$ cat src/rtl/sync_fifo_flags.sv
// sync_fifo_flags: single-clock FIFO with occupancy count, threshold flags,
// sticky overflow/underflow errors and optional first-word-fall-through read.
module sync_fifo_flags #(
  parameter int DEPTH     = 8,
  parameter int WIDTH     = 8,
  parameter int AF_THRESH = 6,
  parameter int AE_THRESH = 2,
  parameter int FWFT      = 0,
  localparam int CW       = $clog2(DEPTH + 1)
) (
  input  logic             clk,
  input  logic             rst_n,
  input  logic             w_en,
  input  logic [WIDTH-1:0] data_in,
  input  logic             r_en,
  output logic [WIDTH-1:0] data_out,
  output logic             full,
  output logic             empty,
  output logic             almost_full,
  output logic             almost_empty,
  output logic [CW-1:0]    count,
  output logic             overflow,
  output logic             underflow,
  input  logic             err_clr
);

  localparam int PW = (DEPTH > 1) ? $clog2(DEPTH) : 1;

  logic [WIDTH-1:0] r_mem [DEPTH];
  logic [PW-1:0]    r_wr_ptr;
  logic [PW-1:0]    r_rd_ptr;
  logic [CW-1:0]    r_count;
  logic             r_ovf;
  logic             r_unf;

  logic             w_full;
  logic             w_empty;
  logic             w_wr_acc;
  logic             w_rd_acc;
  logic [PW-1:0]    w_wr_ptr_nxt;
  logic [PW-1:0]    w_rd_ptr_nxt;

  // Accept decisions use only the pre-edge flags: a same-cycle read never
  // makes room for a write, and a same-cycle write never feeds a read.
  assign w_full   = (r_count == CW'(DEPTH));
  assign w_empty  = (r_count == '0);
  assign w_wr_acc = w_en && !w_full;
  assign w_rd_acc = r_en && !w_empty;

  // Explicit wrap so non-power-of-two depths work.
  assign w_wr_ptr_nxt = (r_wr_ptr == PW'(DEPTH - 1)) ? '0 : r_wr_ptr + PW'(1);
  assign w_rd_ptr_nxt = (r_rd_ptr == PW'(DEPTH - 1)) ? '0 : r_rd_ptr + PW'(1);

  // Storage array: written on accepted writes, never reset.
  always_ff @(posedge clk) begin
    if (w_wr_acc) begin
      r_mem[r_wr_ptr] <= data_in;
    end
  end

  // Pointers and occupancy.
  always_ff @(posedge clk or negedge rst_n) begin
    if (!rst_n) begin
      r_wr_ptr <= '0;
      r_rd_ptr <= '0;
      r_count  <= '0;
    end else begin
      if (w_wr_acc) r_wr_ptr <= w_wr_ptr_nxt;
      if (w_rd_acc) r_rd_ptr <= w_rd_ptr_nxt;
      case ({w_wr_acc, w_rd_acc})
        2'b10:   r_count <= r_count + CW'(1);
        2'b01:   r_count <= r_count - CW'(1);
        default: r_count <= r_count;
      endcase
    end
  end

  // Sticky error flags; a new offending request wins over a clear.
  always_ff @(posedge clk or negedge rst_n) begin
    if (!rst_n) begin
      r_ovf <= 1'b0;
      r_unf <= 1'b0;
    end else begin
      if (w_en && w_full)  r_ovf <= 1'b1;
      else if (err_clr)    r_ovf <= 1'b0;
      if (r_en && w_empty) r_unf <= 1'b1;
      else if (err_clr)    r_unf <= 1'b0;
    end
  end

  generate
    if (FWFT == 0) begin : g_reg_read
      logic [WIDTH-1:0] r_dout;
      // Registered read: capture the head word on an accepted read, hold otherwise.
      always_ff @(posedge clk or negedge rst_n) begin
        if (!rst_n) begin
          r_dout <= '0;
        end else if (w_rd_acc) begin
          r_dout <= r_mem[r_rd_ptr];
        end
      end
      assign data_out = r_dout;
    end else begin : g_fwft_read
      // Head word is always presented; meaningless while empty.
      assign data_out = r_mem[r_rd_ptr];
    end
  endgenerate

  assign full         = w_full;
  assign empty        = w_empty;
  assign almost_full  = (r_count >= CW'(AF_THRESH));
  assign almost_empty = (r_count <= CW'(AE_THRESH));
  assign count        = r_count;
  assign overflow     = r_ovf;
  assign underflow    = r_unf;

endmodule

$ cat config.mk
export PLATFORM = sky130hd
export DESIGN_NAME = sync_fifo_flags
export DESIGN_NICKNAME = d
export VERILOG_FILES = /design/src/rtl/sync_fifo_flags.sv
export SDC_FILE = /design/constraint.sdc
export NUM_CORES = 1
export LEC_CHECK = 0
export BUFFER_PORTS_ARGS = -buffer_cell sky130_fd_sc_hd__buf_2
export CORE_MARGIN = 5
export CORE_UTILIZATION = 35
export DETAILED_ROUTE_END_ITERATION = 10
export PLACE_DENSITY = 0.51
export SYNTH_ARGS = -nofsm -noshare
export SYNTH_HDL_FRONTEND = slang
export SYNTH_SLANG_ARGS = --single-unit
$ cat constraint.sdc
create_clock -name clk -period 2.6 [get_ports clk]
set_clock_uncertainty 0.15 [all_clocks]
set_input_delay 0.26 -clock clk [delete_from_list [all_inputs] [get_ports clk]]
set_output_delay 0.26 -clock clk [all_outputs]
set_load 0.03 [all_outputs]
==> impl_results.md, run 1 <==
- Gr usage total: 0.109
- Initial antenna violation count: 0
- Final Hold Fails: 0
- CP max FO: 9
- Flops & latches, synth: 84
- Final instance area: 4100 µm²
- Crit path required time: ~2.7 ns
- Ant. Diodes: 0
- Switching Fraction: 0.368
- Mean Syn Cell Area: about 16 µm²
- Fillers: between 900 and 1000
- Starting Density: 0.360
- Reg2Reg Setup Slack: roughly 0.34 ns
- Vias/cell: 4.70
- Fin crit share: 0.871
- Max-cap viol count: 0
- Num Clock Sinks: 84
- Ports: 31
- Rows: 36
- Leakage: 1.52 nW
- Pins Over Slew Limit: 0
- Die width: 111 µm
- GPL Wtd Cong: 0.770
- Clock transition at path regs: 0.09 ns
- Crit path launch type: flop
- CTS tree: done
- Cts bufs inserted: 9
- Slew at the pin closest to its max-slew limit: about 0.65 ns
- Crit path kind: reg -> reg
- Post-synthesis cell area: between 3000 and 4000 µm²
- Die H: about 110 µm
- Initial drt markers: 80
- Arr. time, crit path: between 2 and 2.5 ns
- Cell internal pwr: 2.93 mW
- Clk_lat worst skew: 0.35 ns
- Layout net count: around 280
- Synth unique cells: 36
- DP Area: 3880 µm²
- Final setup viols: 0
- Unrepaired setup endpoints after global routing: no
- Synthesis warning total: 0
- First-pass GRT wire length: 10300 µm
- Worst-case vdd ir drop: 0.498 mV
- Pin count of the biggest net entering global routing: 36
- Min Tclk post-route: 2.26 ns
- Main synth FF type: edfxtp_1
- Ys async rst share: 0.238
- Wire length per cell: 16.1 µm
- H-tree levels: 3
- Worst hold margin: 0.0218 ns
- Routed vias: 1888
- Rel. slew slack: 0.566
- Flop pwr share: 0.426
- # port buffers: 30
- Post-route DRC violation count: 0
- Die Area: 12200 µm²
- Syn nets: 240
- Drt pass-1 iters: 4
- Fmax achieved: about 440 MHz
- Cells after Synth: 220
- Antenna-violating nets left: 0
- Clock power frac: 0.201
- Post-synth EDFFs: 64
- Pwr Density: 1130 nW/µm²
- Vias in the first global route: between 1500 and 2000
- Sw Pwr: 1.71 mW
- Status: finished, final reports clean
- Total Wirelength: 6490 µm
- Post-synthesis sequential area ratio: 0.684
- Clk buf depth: 2
- Layout cells sized above 1: 0.327
- Crit end category: flop
- Post-CTS setup buffers: 0
- Area growth from synthesis to layout: 15.8%
- Worst Hold Class: in -> reg
- Comb power frac: 0.372
- Core area: 9820 µm²
- Overflow left after global routing: 0
- Root buffer cell: clkbuf_8
- HPWL Detailed: 4300 µm
==> critical path: stages, from the launching register on <==
cell and delay [ns]:
dfrtp_2 0.50, nor4b_4 0.32, nand2b_1 0.25, ha_4 0.19, xor2_1 0.16, ha_2 0.19
a21oi_2 0.04, xor2_1 0.15, nor2_1 0.10, xor2_1 0.14
==> power groups by stage <==
stage          clock, mW  combinational (mW)  sequential [mW]
2_1_floorplan          0                1.21             2.16
3_3_place_gp           0                1.74             2.00
3_5_place_dp           0                1.76             2.01
4_1_cts            0.960                1.76             1.98
5_1_grt             1.01                1.90             2.02
6_report           0.933                1.73             1.98
==> cell type report <==
type | count | area [µm²] | share of cell area
clock inverters | 7 | 75.1 | 0.0183
clock buffers | 9 | 124 | 0.0302
inverters | 3 | 11.3 | 0.00275
flip-flops and latches | 84 | 2420 | 0.592
well taps | 133 | 166 | 0.0406
repair buffers | 44 | 273 | 0.0665
multi-input cells | 122 | 1020 | 0.250
==> worst paths after layout <==
kind | endpoint | cells past startpoint | start
max reg2reg | count[2] | 9 | count[0]
max in group asynchronous | count[2] | 2 | rst_n
max | count[2] | 9 | count[0]
min | underflow | 3 | r_en
min reg2reg | data_out[5] | 2 | data_out[5]
min in group asynchronous | count[1] | 2 | rst_n
==> flip-flops by register name, indices dropped and copies added, names as in the netlist <==
| name | cells |
|---|---|
| data_out | 8 |
| count | 4 |
| overflow | 1 |
| r_rd_ptr | 3 |
| underflow | 1 |
| r_wr_ptr | 3 |
| r_mem | 64 |
==> through the flow <==
step                utilization  setup slack, ns  TNS (ns)  instances  power [mW]
detailed placement        0.395            0.339         0        384        3.77
floorplan                     -           -0.153    -0.310        220        3.37
global placement          0.395            0.356         0        384        3.74
finish                    0.417            0.335         0        402        4.64
CTS                       0.417            0.307         0        402        4.71
global route              0.417            0.147         0        402        4.93
==> synthesized netlist by cell type (2+ instances only) <==
library cell,number,share of area
a21oi_1,2,0.0028
mux2i_1,16,0.045
a221o_1,8,0.023
nand2_1,13,0.014
a21o_1,3,0.0064
inv_1,3,0.0032
mux2_2,18,0.057
nand3b_1,2,0.0042
buf_12,2,0.011
xor2_1,4,0.0099
nor3b_1,2,0.0042
o22ai_1,8,0.014
dfrtp_1,20,0.14
buf_6,3,0.0095
nor2_1,5,0.0053
edfxtp_1,64,0.54
o21ai_0,3,0.0042
buf_4,2,0.0042
nor3_1,6,0.0085
ha_1,7,0.025
nand2b_1,7,0.012
mux2_1,2,0.0064
o21ai_1,7,0.0099
==> kinds of logic after synthesis <==
logic type	synth area share
XOR/XNOR	0.0124
multiplexers	0.109
AO/OA/AOI/OAI	0.0689
adder cells (fa/ha/maj)	0.0247
buffers and inverters	0.0360
flip-flops	0.684
AND/OR/NAND/NOR	0.0647
==> routing by layer <==
layer | track usage | vias up | wire (µm)
met5 | 0 | - | 0
met4 | 0.0591 | 0 | 85
met3 | 0.0235 | 7 | 227
met2 | 0.155 | 31 | 2860
met1 | 0.155 | 919 | 3320
li1 | - | 931 | -
==> repair_timing <==
action / in CTS / in global routing
gates resized for setup: 0 / 0
hold endpoints to repair: 22 / 0
hold buffers: 2 / 0
==> layout by cell type (no fill, tap or decap), types with 3 or more instances in the layout <==
master      Yosys  routed
a21o_1          3       3
a221o_1         8       8
buf_2           1      30
buf_4           2      11
clkbuf_8        0       9
clkinvlp_4      0       3
dfrtp_1        20      18
edfxtp_1       64      64
ha_1            7       4
mux2_2         18      18
mux2i_1        16      16
nand2_1        13      13
nand2b_1        7       6
nor2_1          5       5
nor3_1          6       6
o21ai_0         3       3
o21ai_1         7       7
o22ai_1         8       8
xor2_1          4       4
(Power assumes the default switching activity.)
==> inputs of run 2 (changes only) <==
CORE_UTILIZATION = 47   (was 35)
CTS_BUF_LIST = sky130_fd_sc_hd__clkbuf_4 sky130_fd_sc_hd__clkbuf_8   (was unset)
PLACE_DENSITY = 0.66   (was 0.51)
==> impl_results.md, run 2 (synthesis gave the netlist of run 1 again) <==
- Status: finished, final reports clean
- Post-Layout Cell Count: ~370
- Final instance area: approximately 4000 µm²
- Cell internal pwr: 2.95 mW
- Crit path required time: 2.72 ns
- Fillers: 637
- Die width: 96.8 µm
- Post-route DRC violation count: 0
- Post-CTS setup buffers: 0
- Fin crit share: 0.881
- Switching Fraction: 0.360
- Total Wirelength: between 6000 and 7000 µm
- Most Frequent Cell on Critical Path: xor2_1
- Rows: 31
- Slew at the pin closest to its max-slew limit: around 0.65 ns
- Comb power frac: 0.370
- Final setup viols: 0
- CP max-delay cell: dfrtp_2
- Total power: 4.61 mW
- Unrepaired setup endpoints after global routing: no
- Cts bufs inserted: 9
- Overflow left after global routing: 0
- Crit-path cells: nor4b_4 > nand2b_1 > ha_4 > xor2_1 > ha_2 > a21oi_2 > xor2_1 > nor2_1 > xor2_1
- Hold Path Stages: 3
- Hold worst-path end: underflow
- Area growth from synthesis to layout: 14.4%
- Vias in the first global route: 1981
- Num Clock Sinks: 84
- Worst r2r dst: count[2]
- Worst Hold Class: in -> reg
- Met3 usage: 0.0396
- Global Route met1 Usage: 0.185
- Fmax achieved: 437 MHz
- Final Hold Fails: 0
- Cts repair resizes: 0
- Arr. time, crit path: 2.41 ns
- Die H: slightly below 100 µm
- Pwr Density: about 1100 nW/µm²
- Layout cells sized above 1: 0.323
- Biggest register: r_mem
- Clock power frac: 0.201
- HPWL Detailed: a little under 4000 µm
- Routed vias: between 1500 and 2000
- Reg2Reg Setup Slack: 0.31 ns
- Worst hold margin: ~0.017 ns
- Placed Instances: 350
- Clk buf depth: 2
- Clk_lat worst skew: 0.34 ns
- Gr usage total: 0.138
- Initial antenna violation count: 0
- Finished Core Util: 0.555
- Leakage: 1.53 nW
- Max-cap viol count: 0
- Max reg flops: 64
- Min-Delay Startpoint: r_en
- Commonest non-fill, non-tap cell in the layout: edfxtp_1
- FF-to-FF path depth: 9
- GPL Wtd Cong: 0.761
- Ant. Diodes: 0
- Antenna-violating nets left: 0
- Cts hold-fix bufs: 2
- Root buffer cell: clkbuf_8
- Clock transition at path regs: about 0.080 ns
- Crit end category: flop
- Setup TNS: 0 ns
- Worst-case vdd ir drop: 0.323 mV
- Initial drt markers: 85
- Vias/cell: 5.11
- Final setup margin: a little over 0.3 ns
- CTS tree: done
- Die Area: 9370 µm²
- Most frequent cells in the layout: edfxtp_1, buf_2, mux2_2, dfrtp_1, mux2i_1
- CP max FO: 9
- Min Tclk post-route: 2.29 ns
- Crit path launch type: flop
- Pins Over Slew Limit: 0
- Pin count of the biggest net entering global routing: 36
- Core area: 7290 µm²
- # port buffers: 30
- DP Area: 3830 µm²
- Layout net count: 284
- Ports: 31
- Critical Path Max Stage Delay: 0.50 ns
- Sw Pwr: approximately 1.7 mW
- Drt pass-1 iters: 4
- RR Startpoint: count[0]
- H-tree levels: 3
- Rel. slew slack: 0.566
- Wire length per cell: 16.4 µm
- Flop pwr share: 0.430
- Global routing's busiest layer: met2
- Setup WS pre-CTS: about 0.33 ns
- Global Route met2 Usage: 0.209
- Crit path kind: reg -> reg
- Starting Density: 0.485
- First-pass GRT wire length: 10000 µm
run 2: cell count changes in the layout (fill, tap and decap cells not counted), sizes merged:
cell / before / now
clkinvlp: 3 / 1
clkbuf: 9 / 11
run 2: cell type report:
class	instances	area, µm²	share of cell area
well taps	99	124	0.0306
flip-flops and latches	84	2420	0.599
clock buffers	11	139	0.0343
repair buffers	44	273	0.0673
multi-input cells	122	1020	0.251
inverters	3	11.3	0.00278
clock inverters	5	60.1	0.0148
run 2: power by group through the flow:
stage / sequential [mW] / clock [mW] / combinational [mW]
after global placement: 1.99 / 0 / 1.70
after CTS: 1.98 / 0.949 / 1.73
after floorplan: 2.16 / 0 / 1.21
final: 1.98 / 0.926 / 1.71
after detailed placement: 2.01 / 0 / 1.72
after global routing: 2.03 / 1.01 / 1.86
run 2: critical path, delay by kind of cell, from the launching register on:
family	cells	cell delay, ns
flip-flops	1	0.50
AND/OR/NAND/NOR	3	0.68
adder cells (fa/ha/maj)	2	0.39
XOR/XNOR	3	0.45
AO/OA/AOI/OAI	1	0.04
run 2: per-layer routing:
metal  wire (µm)  up-vias
met5           0        -
met1        2980      902
met2        2660       38
met3         283        8
met4         102        0
li1            -      931
run 2: worst max-delay path by stage:
stage	from	endpoint	slack (ns)	depth (start not counted)
after CTS	count[0]	count[2]	0.30	9
after global placement	count[2]	count[2]	0.37	10
after detailed placement	count[0]	count[2]	0.33	9
after global routing	count[1]	count[2]	0.16	9
final	count[0]	count[2]	0.31	9
after floorplan	count[2]	count[2]	-0.15	12
